**config.mk**
```make
export PLATFORM = sky130hd
export DESIGN_NAME = spilling_scan_n
export DESIGN_NICKNAME = d
export VERILOG_FILES = /design/src/rtl/spilling_scan_n.sv
export SDC_FILE = /design/constraint.sdc
export NUM_CORES = 1
export LEC_CHECK = 0
export CAP_MARGIN = 40
export CORE_MARGIN = 2
export CORE_UTILIZATION = 43
export DETAILED_ROUTE_END_ITERATION = 10
export PLACE_DENSITY = 0.67
export SYNTH_ARGS = -nofsm -noshare
export SYNTH_HDL_FRONTEND = slang
export SYNTH_SLANG_ARGS = --single-unit
```
**constraint.sdc**
```tcl
create_clock -name clock -period 1.73 [get_ports clock]
set_input_delay 0.519 -clock clock [delete_from_list [all_inputs] [get_ports clock]]
set_output_delay 0.519 -clock clock [all_outputs]
set_load 0.01 [all_outputs]
```
**src/rtl/spilling_scan_n.sv**
```systemverilog
// Scan/frame controller: fires medir, collects NCH sensor results with timeout,
// discretizes to servo positions and streams an ASCII frame to a 7E1 transmitter.
// Optional checksum character after '#' when SPILLING_CHECKSUM_EN is defined.
//
// state          | meaning
// OCIOSO         | idle, waiting for habilita
// MEDE           | medir pulse, period counter restarts, pronto flags cleared
// AGUARDA        | collecting pronto_sens / medidas until all done or timeout
// ATUALIZA       | discretize latched medidas into posicao
// TRANSMITE      | load tx_dados, pulse tx_partida
// ESPERA_TX      | waiting for tx_pronto
// PROXIMO        | advance character index
// FIM            | fim_ciclo pulse
// ESPERA_PERIODO | waiting for the next measurement period
module spilling_scan_n #(
  parameter int          NCH     = 3,
  parameter int          PERIODO = 1_000_000,
  parameter int          N_PER   = 20,
  parameter int          TIMEOUT = 500_000,
  parameter logic [11:0] L1      = 12'h010,
  parameter logic [11:0] L2      = 12'h020,
  parameter logic [11:0] L3      = 12'h030
) (
  input  logic              clock,
  input  logic              reset,
  input  logic              habilita,
  input  logic [NCH-1:0]    pronto_sens,
  input  logic [12*NCH-1:0] medidas,
  input  logic              tx_pronto,
  output logic              medir,
  output logic              tx_partida,
  output logic [6:0]        tx_dados,
  output logic [2*NCH-1:0]  posicao,
  output logic [NCH-1:0]    timeout,
  output logic              fim_ciclo,
  output logic [3:0]        db_estado
);

`ifdef SPILLING_CHECKSUM_EN
  localparam int NCHAR = 4*NCH + 1;
`else
  localparam int NCHAR = 4*NCH;
`endif
  localparam int CW  = $clog2(4*NCH + 2);
  localparam int CHW = CW - 2;
  localparam logic [N_PER-1:0] PER_LAST  = N_PER'(PERIODO - 1);
  localparam logic [N_PER-1:0] TO_LAST   = N_PER'(TIMEOUT - 1);
  localparam logic [N_PER-1:0] CNT_MAX   = '1;
  localparam logic [CW-1:0]    LAST_CHAR = CW'(NCHAR - 1);

  typedef enum logic [3:0] {
    OCIOSO         = 4'd0,
    MEDE           = 4'd1,
    AGUARDA        = 4'd2,
    ATUALIZA       = 4'd3,
    TRANSMITE      = 4'd4,
    ESPERA_TX      = 4'd5,
    PROXIMO        = 4'd6,
    FIM            = 4'd7,
    ESPERA_PERIODO = 4'd8
  } estado_t;

  estado_t          estado;
  logic [N_PER-1:0] cnt;
  logic [NCH-1:0]   flags;
  logic [NCH-1:0]   flags_n;
  logic [11:0]      med_lat [NCH];
  logic [CW-1:0]    char_idx;
  logic [6:0]       char_cur;
  logic [6:0]       cks;
  logic [11:0]      sel_med;
  logic             sel_to;
  logic             sel_last;
  logic [3:0]       digit;

  assign flags_n   = flags | pronto_sens;
  assign db_estado = estado;

  function automatic logic [1:0] discretiza(input logic [11:0] m);
    if (m < L1)      return 2'd0;
    else if (m < L2) return 2'd1;
    else if (m < L3) return 2'd2;
    else             return 2'd3;
  endfunction

  // char_idx[1:0] is the position within a channel group (3 = separator)
  always_comb begin
    sel_med  = '0;
    sel_to   = 1'b0;
    sel_last = 1'b0;
    for (int i = 0; i < NCH; i++) begin
      if (char_idx[CW-1:2] == CHW'(i)) begin
        sel_med  = med_lat[i];
        sel_to   = timeout[i];
        sel_last = (i == NCH - 1);
      end
    end
    case (char_idx[1:0])
      2'd0:    digit = sel_med[11:8];
      2'd1:    digit = sel_med[7:4];
      2'd2:    digit = sel_med[3:0];
      default: digit = 4'd0;
    endcase
    char_cur = {3'b011, digit};
    if (char_idx[1:0] == 2'd3) char_cur = sel_last ? 7'h23 : 7'h2C;
    else if (sel_to)           char_cur = 7'h3F;
`ifdef SPILLING_CHECKSUM_EN
    if (char_idx == CW'(4*NCH)) char_cur = cks;
`endif
  end

  always_ff @(posedge clock) begin
    if (reset) begin
      estado     <= OCIOSO;
      cnt        <= '0;
      flags      <= '0;
      char_idx   <= '0;
      cks        <= '0;
      medir      <= 1'b0;
      tx_partida <= 1'b0;
      tx_dados   <= '0;
      posicao    <= '0;
      timeout    <= '0;
      fim_ciclo  <= 1'b0;
      for (int i = 0; i < NCH; i++) med_lat[i] <= '0;
    end else begin
      medir      <= 1'b0;
      tx_partida <= 1'b0;
      fim_ciclo  <= 1'b0;
      // saturating so a very long frame still reads as an overrun
      if (cnt != CNT_MAX) cnt <= cnt + 1'b1;
      case (estado)
        OCIOSO: begin
          if (habilita) begin
            estado <= MEDE;
            medir  <= 1'b1;
            cnt    <= '0;
          end
        end
        MEDE: begin
          flags  <= '0;
          estado <= AGUARDA;
        end
        AGUARDA: begin
          flags <= flags_n;
          for (int i = 0; i < NCH; i++)
            if (pronto_sens[i]) med_lat[i] <= medidas[12*i +: 12];
          if (&flags_n) begin
            timeout <= '0;
            estado  <= ATUALIZA;
          end else if (cnt == TO_LAST) begin
            timeout <= ~flags_n;
            estado  <= ATUALIZA;
          end
        end
        ATUALIZA: begin
          for (int i = 0; i < NCH; i++)
            if (flags[i]) posicao[2*i +: 2] <= discretiza(med_lat[i]);
          char_idx <= '0;
          cks      <= '0;
          estado   <= TRANSMITE;
        end
        TRANSMITE: begin
          tx_dados   <= char_cur;
          tx_partida <= 1'b1;
          cks        <= cks ^ char_cur;
          estado     <= ESPERA_TX;
        end
        ESPERA_TX: begin
          if (tx_pronto) estado <= PROXIMO;
        end
        PROXIMO: begin
          if (char_idx == LAST_CHAR) begin
            fim_ciclo <= 1'b1;
            estado    <= FIM;
          end else begin
            char_idx <= char_idx + 1'b1;
            estado   <= TRANSMITE;
          end
        end
        FIM: begin
          estado <= habilita ? ESPERA_PERIODO : OCIOSO;
        end
        ESPERA_PERIODO: begin
          if (!habilita) begin
            estado <= OCIOSO;
          end else if (cnt >= PER_LAST) begin
            estado <= MEDE;
            medir  <= 1'b1;
            cnt    <= '0;
          end
        end
        default: estado <= OCIOSO;
      endcase
    end
  end

endmodule
```
---- Word-level counts from Yosys, hierarchy flattened ----
Memories as Yosys holds them, arrays and structs flattened.
Cells that the tools add are included.
word-level totals
  register bits ........................... 50
  bits in latches ......................... 0
  memory bits (writable) .................. 36
  memory bits (read-only) ................. 0
  logic and storage cells ................. 128
  memories kept ........................... 1
memories
  memory   words  width  read ports  clocked after Yosys merged registers in  wr ports  line  RTL
  med_lat  3      12     3           0                                        3         67    logic [11:0] med_lat [NCH];
cells by class
  $add $sub $neg .......................... 2
  multipliers ............................. 0
  divide/modulo/power cells ............... 0
  order comparisons ....................... 10
  eq/ne operators ......................... 21
  shifts and indexed selects .............. 0
  multiplexer cells ....................... 62
  bitwise operators ....................... 6
  reduce and logical (&&, ||, !) cells .... 14
operator list
  operator                                              count
  2-to-1 mux 20 bit                                     4
  < comparator 12 x 6 -> 1 bit (second input constant)  6
  2-to-1 mux 12 bit                                     6
  2-to-1 mux 4 bit                                      10
  case mux 20 bit (2 select lines)                      1
  < comparator 12 x 5 -> 1 bit (second input constant)  3
  case mux 4 bit (9 select lines)                       1
  2-to-1 mux 1 bit                                      26
  adder 20 x 1 -> 20 bit (second input constant)        1
  == test 20 x 19 -> 1 bit (second input constant)      1
  >= comparator 20 bit (second input constant)          1
  != test 20 bit (second input constant)                1
  == test 4 x 3 -> 1 bit (second input constant)        4
  2-to-1 mux 2 bit                                      7
  case mux 4 bit (3 select lines)                       1
  AND reduction 2 bit                                   5
  == test 4 x 2 -> 1 bit (second input constant)        2
  == test 4 bit (second input constant)                 2
  case mux 4 bit (2 select lines)                       1
  == test 2 bit (second input constant)                 3
  2-to-1 mux 3 bit                                      2
  != test 2 bit (second input constant)                 3
  != test 3 bit (second input constant)                 2
  case mux 3 bit (2 select lines)                       1
  15 further kinds                                      21

---- Longest topological paths before layout ----
Gate-level depths: netlist of run 1.
  depth after elaboration ................. 7
  depth in mapped cells ................... 7
  gate-level depth less buffers ........... 6

---- Least setup slack after synthesis of run 1 ----
No wires, ideal clock.
  kind .................................... reg-to-reg
  from .................................... register cnt[0]
  to ...................................... register cnt[13]
  library setup time ...................... 128 ps
  arrival time ............................ 1,714 ps
  path slack .............................. -111 ps
  stages on the path, launching flop included .. 8
  buffers on the path ..................... 1
  path through ............................ dfxtp_1 ha_1 and4_1 and4_1 buf_2 a2111oi_1 xnor2_1 nor2_1
on the way
  longest elaborated chain between the ends .. 5
  elaborated cells on any way between the ends .. 8
ends and longest elaborated chain
  what                                                             line  RTL
  start: declaration                                               64    logic [N_PER-1:0] cnt;
  start signal: assignment                                         131   if (cnt != CNT_MAX) cnt <= cnt + 1'b1;
  adder 20 x 1 -> 20 bit / != test 20 bit (equally long branches)  131
  2-to-1 mux 20 bit                                                131
  2-to-1 mux 20 bit                                                187   end else if (cnt >= PER_LAST) begin
  2-to-1 mux 20 bit                                                185   if (!habilita) begin
  case mux 20 bit (2 select lines) (*)                             132   case (estado)
Every way passes the cells marked *; elsewhere a longest branch is shown, timed or not.
A chain may end at the register's enable or synchronous reset.

---- Final worst setup path of run 1 ----
  from .................................... register cnt[19]
  to ...................................... register timeout[2]
on the way
  longest elaborated chain between the ends .. 3
ends and longest elaborated chain
  what                                  line  RTL
  == test 20 x 19 -> 1 bit              151   end else if (cnt == TO_LAST) begin
  nonzero test 2 bit (no source line)   --
  AND reduction 2 bit (no source line)  --
  end signal: assignment                152   timeout <= ~flags_n;
  end: declaration                      34    output logic [NCH-1:0] timeout,
No other way between the ends.

==> results of run 1 <==
[power by group through the flow]
stage	clock (mW)	combinational, mW	sequential, mW
after floorplan	0	0.235	2.27
after global placement	0	0.522	2.28
after detailed placement	0	0.533	2.28
after CTS	1.49	0.581	2.24
after global routing	1.56	0.645	2.25
final	1.47	0.597	2.24
[sequential cells by signal (all words and copies together) (netlist names)]
signal	count
char_idx	4
cnt	20
medir	1
med_lat	36
fim_ciclo	1
tx_partida	1
flags	3
tx_dados	6
db_estado	4
timeout	3
posicao	6
[critical path, stage by stage (launching register included)]
cell	delay [ns]
dfxtp_4	0.36
or4b_4	0.56
nor3_4	0.20
a41oi_4	0.19
or4_1	0.43
a21oi_1	0.13
[per-layer routing]
metal	GRT usage	vias up	part of all wire
li1	-	1778	-
met1	0.2813	1779	0.45
met2	0.3386	133	0.47
met3	0.03037	23	0.049
met4	0.09875	0	0.026
met5	0	-	0
[what timing repair did]
action,in CTS,in global routing
pin swaps,11,16
buffers inserted,2,7
gates cloned,2,1
endpoints found under the setup margin,47,32
resized for setup,48,41
[layout make-up]
cell class | count | area, µm²
Clock buffer | 9 | 123.9
Timing Repair Buffer | 141 | 1325
Sequential cell | 85 | 2088
Clock inverter | 7 | 80.08
Inverter | 7 | 26.28
Multi-Input combinational cell | 302 | 2165
Fill cell | 727 | 3271
Tap cell | 129 | 161.4
[stage by stage]
step,hold WS [ns],area [µm²],setup WS [ns],power (mW),setup TNS [ns]
2_1_floorplan,0.4510,4115,-0.08355,2.504,-0.3841
6_report,0.4747,5969,-0.1998,4.304,-0.8287
3_3_place_gp,0.4553,5383,-0.3013,2.801,-18.81
3_5_place_dp,0.4679,5383,-0.3762,2.815,-20.18
5_1_grt,0.5000,5969,-0.2464,4.456,-1.943
4_1_cts,0.4833,5748,-0.2074,4.305,-0.7229
[cells in the final DEF, fill, tap and decap left out, types with 15 or more instances in the layout]
| cell type | count |
|---|---|
| nand2_1 | 24 |
| xnor2_1 | 15 |
| a21oi_1 | 19 |
| nor2_1 | 48 |
| mux2i_1 | 17 |
| buf_4 | 64 |
| and2_1 | 40 |
| dfxtp_1 | 36 |
| clkdlybuf4s50_1 | 42 |
| dlygate4sd2_1 | 22 |
| edfxtp_1 | 36 |
[path summary, 6_finish.rpt]
path,from,endpoint,slack [ns],cells past startpoint
setup / recovery,cnt[19],timeout[2],-0.20,5
hold / removal,tx_dados[5],tx_dados[5],0.47,2
setup reg to reg,cnt[19],timeout[2],-0.20,5
hold reg to reg,tx_dados[5],tx_dados[5],0.47,2
[kinds of logic (layout without fill, tap and decap cells)]
kind of cell               count (synthesis)  in the layout
DFF                                       85             85
adders and majority gates                  5              5
xor gates and xnor gates                  16             16
muxes                                     17             17
and+or+nand+nor                          191            191
buffers and inverters                     30            164
AOI/OAI and AO/OA                         72             72
other                                      1              1
==> flow_summary.toml, run 1 <==
[yosys]
synth_cells = 417
syn_area_um2 = 4098
synth_cell_type_count = 50
netlist_top_cells_count = "nor2_1, dfxtp_1, and2_1"
synth_xor_area_frac = 0.03420
yosys.cell_count.top_type = "nor2_1"
synth_top_family_by_area = "simple AND/OR/NAND/NOR gates"
ys.flop_type = "dfxtp_1"
syn-num-nets = 465
ys_async_sr_fraction = 0
synth_edf_count = 36
synth_mux_area_frac = 0.04153
synth-compound-area-share = 0.1270
ys_warn_count = 0
synth_seq_cells = 85
synth_area_per_cell_um2 = 9.827
netlist.area_leader.share = 0.2638
synth_area_leaders = "edfxtp_1, dfxtp_1, and2_1"
synth_largest_area_cell = "edfxtp_1"
synth_fa_ha_area_frac = 0.01527
synth-simple-area-share = 0.2470
yosysSeqAreaShare = 0.5032

[die]
io_pins = 66
die_area_um2 = 10330
die_width_um = 101.6
placeableCoreArea_um2 = 9240
start_util = 0.4435
rows = 35
die_h_um = 101.6

[global_routing]
grt_pass1_vias = 3572
grt_antenna_before_repair = 0
grt_max_degree = 37
grt_overflow = 0
grt.total_usage = 0.2109
grt_pass1_wl_um = 16980

[power_and_ir_drop]
ir_drop_mv = 0.3431
power.density_nw_per_um2 = 720.9
combPwrFrac = 0.139
p_leak_nw = 2.280
p_switching_mw = 1.105
p_int_mw = 3.199
clkPwrFrac = 0.341
sw_frac_of_total = 0.2567
seqPwrFrac = 0.521

[sta]
finalCritPeriodShare = 1.116
fin_ws_ns = -0.1998
hold_viol = 0
max_freq_mhz = 518.2
skew_ns = 0.01667
slew_violations = 0
setup_viol = 13
rsz0062_at_grt = "yes"
fin_crit_ns = 1.930

[worst_setup_path]
path_class = "flop to flop"
start_kind = "flop"
cp.required_ns = 2.02
endpoint_kind = "flop"
critPathMaxFanout = 6
arrival_ns = 2.22

[cells_and_area]
utilization = 0.6460
antenna_cells = 0
finalNonFillerCells = 680
area_growth_pct = 45.68
nets = 594
layout-drive-gt1-share = 0.2613

[detailed_routing]
via_per_inst = 5.460
wl_per_cell_um = 16.05
drt_iter0_markers = 203
num_vias = 3713
firstDrtPassIters = 5
totalWireLength_um = 10910
drc = 0
drtAntennaViolNets = 0

[status]
violations = "setup timing"
status = "finished, violations left"

[placement]
dp.cells = 652
dp_hpwl_um = 7594
place_congestion = 0.9626
io_buffers = 64

[run]
drv_cap = 0

[clock_tree]
cts.hold.buffers_added = 0
cts.sinks = 85
clock-root-buffer = "clkbuf_8"
clk_latency_ns = 0.36
h-tree-depth = 3
clockBufferDepth = 2
cts_tree = "done"
cts_buffers = 9
path_clk_slew_ns = 0.09

[min_path]
hold_class = "flop to flop"
No activity file was read; power rests on OpenSTA's default activity.
==> run 2, diff against run 1 <==
SLEW_MARGIN = 20   (was default)
==> results of run 2 <==
Same layout as run 1: the final DEF is identical, and so are final timing and power.
==> run 3, diff against run 2 <==
--- a/config.mk
+++ b/config.mk
@@ -8,7 +8,7 @@
 export CAP_MARGIN = 40
 export CORE_MARGIN = 2
-export CORE_UTILIZATION = 43
+export CORE_UTILIZATION = 48
 export DETAILED_ROUTE_END_ITERATION = 10
-export PLACE_DENSITY = 0.67
+export PLACE_DENSITY = 0.74
 export SLEW_MARGIN = 20
 export SYNTH_ARGS = -nofsm -noshare
==> constraint.sdc (replaced) <==
create_clock -name clock -period 1.73 [get_ports clock]
set_input_delay 0.519 -clock clock [delete_from_list [all_inputs] [get_ports clock]]
set_output_delay 0.519 -clock clock [all_outputs]
set_load 0.05 [all_outputs]
==> run 3 against run 2 <==
Compared with the run above: the run still ends with setup timing left; routed wire length fell by 5.3%; worst hold slack improved by 0.054 ns; die area fell by 10%; clock power barely moved; highest routed layer unchanged; total power rose by 1.7%; count of clock-buffer cells in the layout rose by 1; flip-flop and latch count did not move; critical endpoint unchanged; clock skew fell by 0.0060 ns; maximum frequency rose by 1.7%; setup slack improved by 0.032 ns.
==> flow_summary.toml, run 3 (synthesis results as in run 1) <==
[cells_and_area]
layout-drive-gt1-share = 0.2472
largest_register = "med_lat"
nets = 577
finalNonFillerCells = 639
multi_input_area_um2 = 2072
area_growth_pct = 44.31
mostFrequentLayoutCells = "nor2_1, buf_4, dfxtp_1, clkdlybuf4s50_1, and2_1"
antenna_cells = 0
layout_commonest_cell = "nor2_1"
filler_cell_count = 588
register_area_um2 = 2073
largest_reg_flops = 36
top_regs = "med_lat: 36 flops, cnt: 20 flops"

[die]
placeableCoreArea_um2 = 8258
die_width_um = 96.40
rows = 33
io_pins = 66
die_h_um = 96.40
start_util = 0.4962
die_area_um2 = 9292

[sta]
slew_headroom = 0.6294
setup_viol = 5
max_freq_mhz = 527.0
skew_ns = 0.01072
fin_crit_ns = 1.898
rsz0062_at_grt = "yes"
fin_ws_ns = -0.1675
worst_pin_slew_ns = 0.5482
slew_violations = 0
hold_viol = 0
finalCritPeriodShare = 1.097
whs_ns = 0.5291

[detailed_routing]
drc = 0
drt_iter0_markers = 229
num_vias = 3590
via_per_inst = 5.618
wl_per_cell_um = 16.16
drtAntennaViolNets = 0
totalWireLength_um = 10330
firstDrtPassIters = 5

[worst_setup_path]
crit_path_top_delay_cell = "or4b_4"
cp.required_ns = 2.01
path_class = "flop to flop"
cpPeakStageDelay_ns = 0.54
cp_cell_sequence = "or4b_4 > nor3_4 > a41oi_4 > or4_1 > a21oi_1"
arrival_ns = 2.18
endpoint_kind = "flop"
start_kind = "flop"
rrSetupSlack_ns = -0.17
critPathMaxFanout = 6

[power_and_ir_drop]
power.density_nw_per_um2 = 740.1
ir_drop_mv = 0.3693
p_leak_nw = 2.172

[global_routing]
grt_pass1_wl_um = 15950
grt_max_degree = 37
grt_pass1_vias = 3362
grt_util_met3 = 0.03336
grt_use_met1 = 0.2952
grt.total_usage = 0.2257
grt_util_met2 = 0.3779
grt_overflow = 0
grt_busiest_layer = "met2"
grt_antenna_before_repair = 0

[clock_tree]
h-tree-depth = 3
clock-root-buffer = "clkbuf_8"
cts.sinks = 85
clockBufferDepth = 2
path_clk_slew_ns = 0.09
cts_tree = "done"
clk_latency_ns = 0.35
cts_buffers = 9

[placement]
dp_slack_ns = -0.3549
dp_hpwl_um = 7184
io_buffers = 64
place_congestion = 0.8848
dp.cells = 616

[min_path]
hold_class = "flop to flop"

[run]
drv_cap = 0

[status]
violations = "setup timing"
status = "finished, violations left"
-- run 3: final timing paths --
kind | start | to | cells past startpoint
setup reg to reg | cnt[19] | timeout[2] | 5
hold reg to reg | char_idx[0] | char_idx[0] | 2
hold / removal | char_idx[0] | char_idx[0] | 2
setup / recovery | cnt[19] | timeout[2] | 5
-- run 3: final cells by class --
type / instances / area share
sequential: 85 / 0.3506
multi-input combinational: 302 / 0.3504
timing repair buffer: 124 / 0.2376
tap: 105 / 0.02222
clock buffer: 10 / 0.02158
clock inverter: 6 / 0.01312
inverter: 7 / 0.004444
-- run 3: metrics by stage --
stage	util	setup TNS, ns	instance area, µm²	power (mW)
global route	0.7161	-1.386	5913	4.524
global placement	0.6630	-19.16	5475	2.866
detailed placement	0.6630	-21.08	5475	2.885
finish	0.7161	-0.4912	5913	4.376
floorplan	-	-0.3899	4126	2.560
CTS	0.6914	-0.5980	5709	4.344
-- run 3: layer usage --
| metal | part of all wire | vias to the layer above |
|---|---|---|
| li1 | - | 1741 |
| met5 | 0 | - |
| met2 | 0.49 | 133 |
| met4 | 0.018 | 0 |
| met3 | 0.049 | 15 |
| met1 | 0.44 | 1701 |
-- run 3: critical path, delay by kind of cell (launching register included) --
kind / cells / cell delay [ns]
AND/OR/NAND/NOR: 3 / 1.16
AO/OA/AOI/OAI: 2 / 0.33
flip-flops: 1 / 0.32
-- run 3: what timing repair did --
action | 4_1_cts | 5_1_grt
pin swaps | 5 | 6
hold buffers | 0 | 0
setup buffers | 1 | 6
endpoints found under the setup margin | 8 | 65
endpoints found under the hold margin | 0 | 0
resized for setup | 6 | 29
-- run 3: power breakdown --
group / total, mW / switching [mW] / internal [mW]
sequential: 2.27 / 0.0825 / 2.18
clock: 1.49 / 0.693 / 0.800
combinational: 0.617 / 0.289 / 0.328
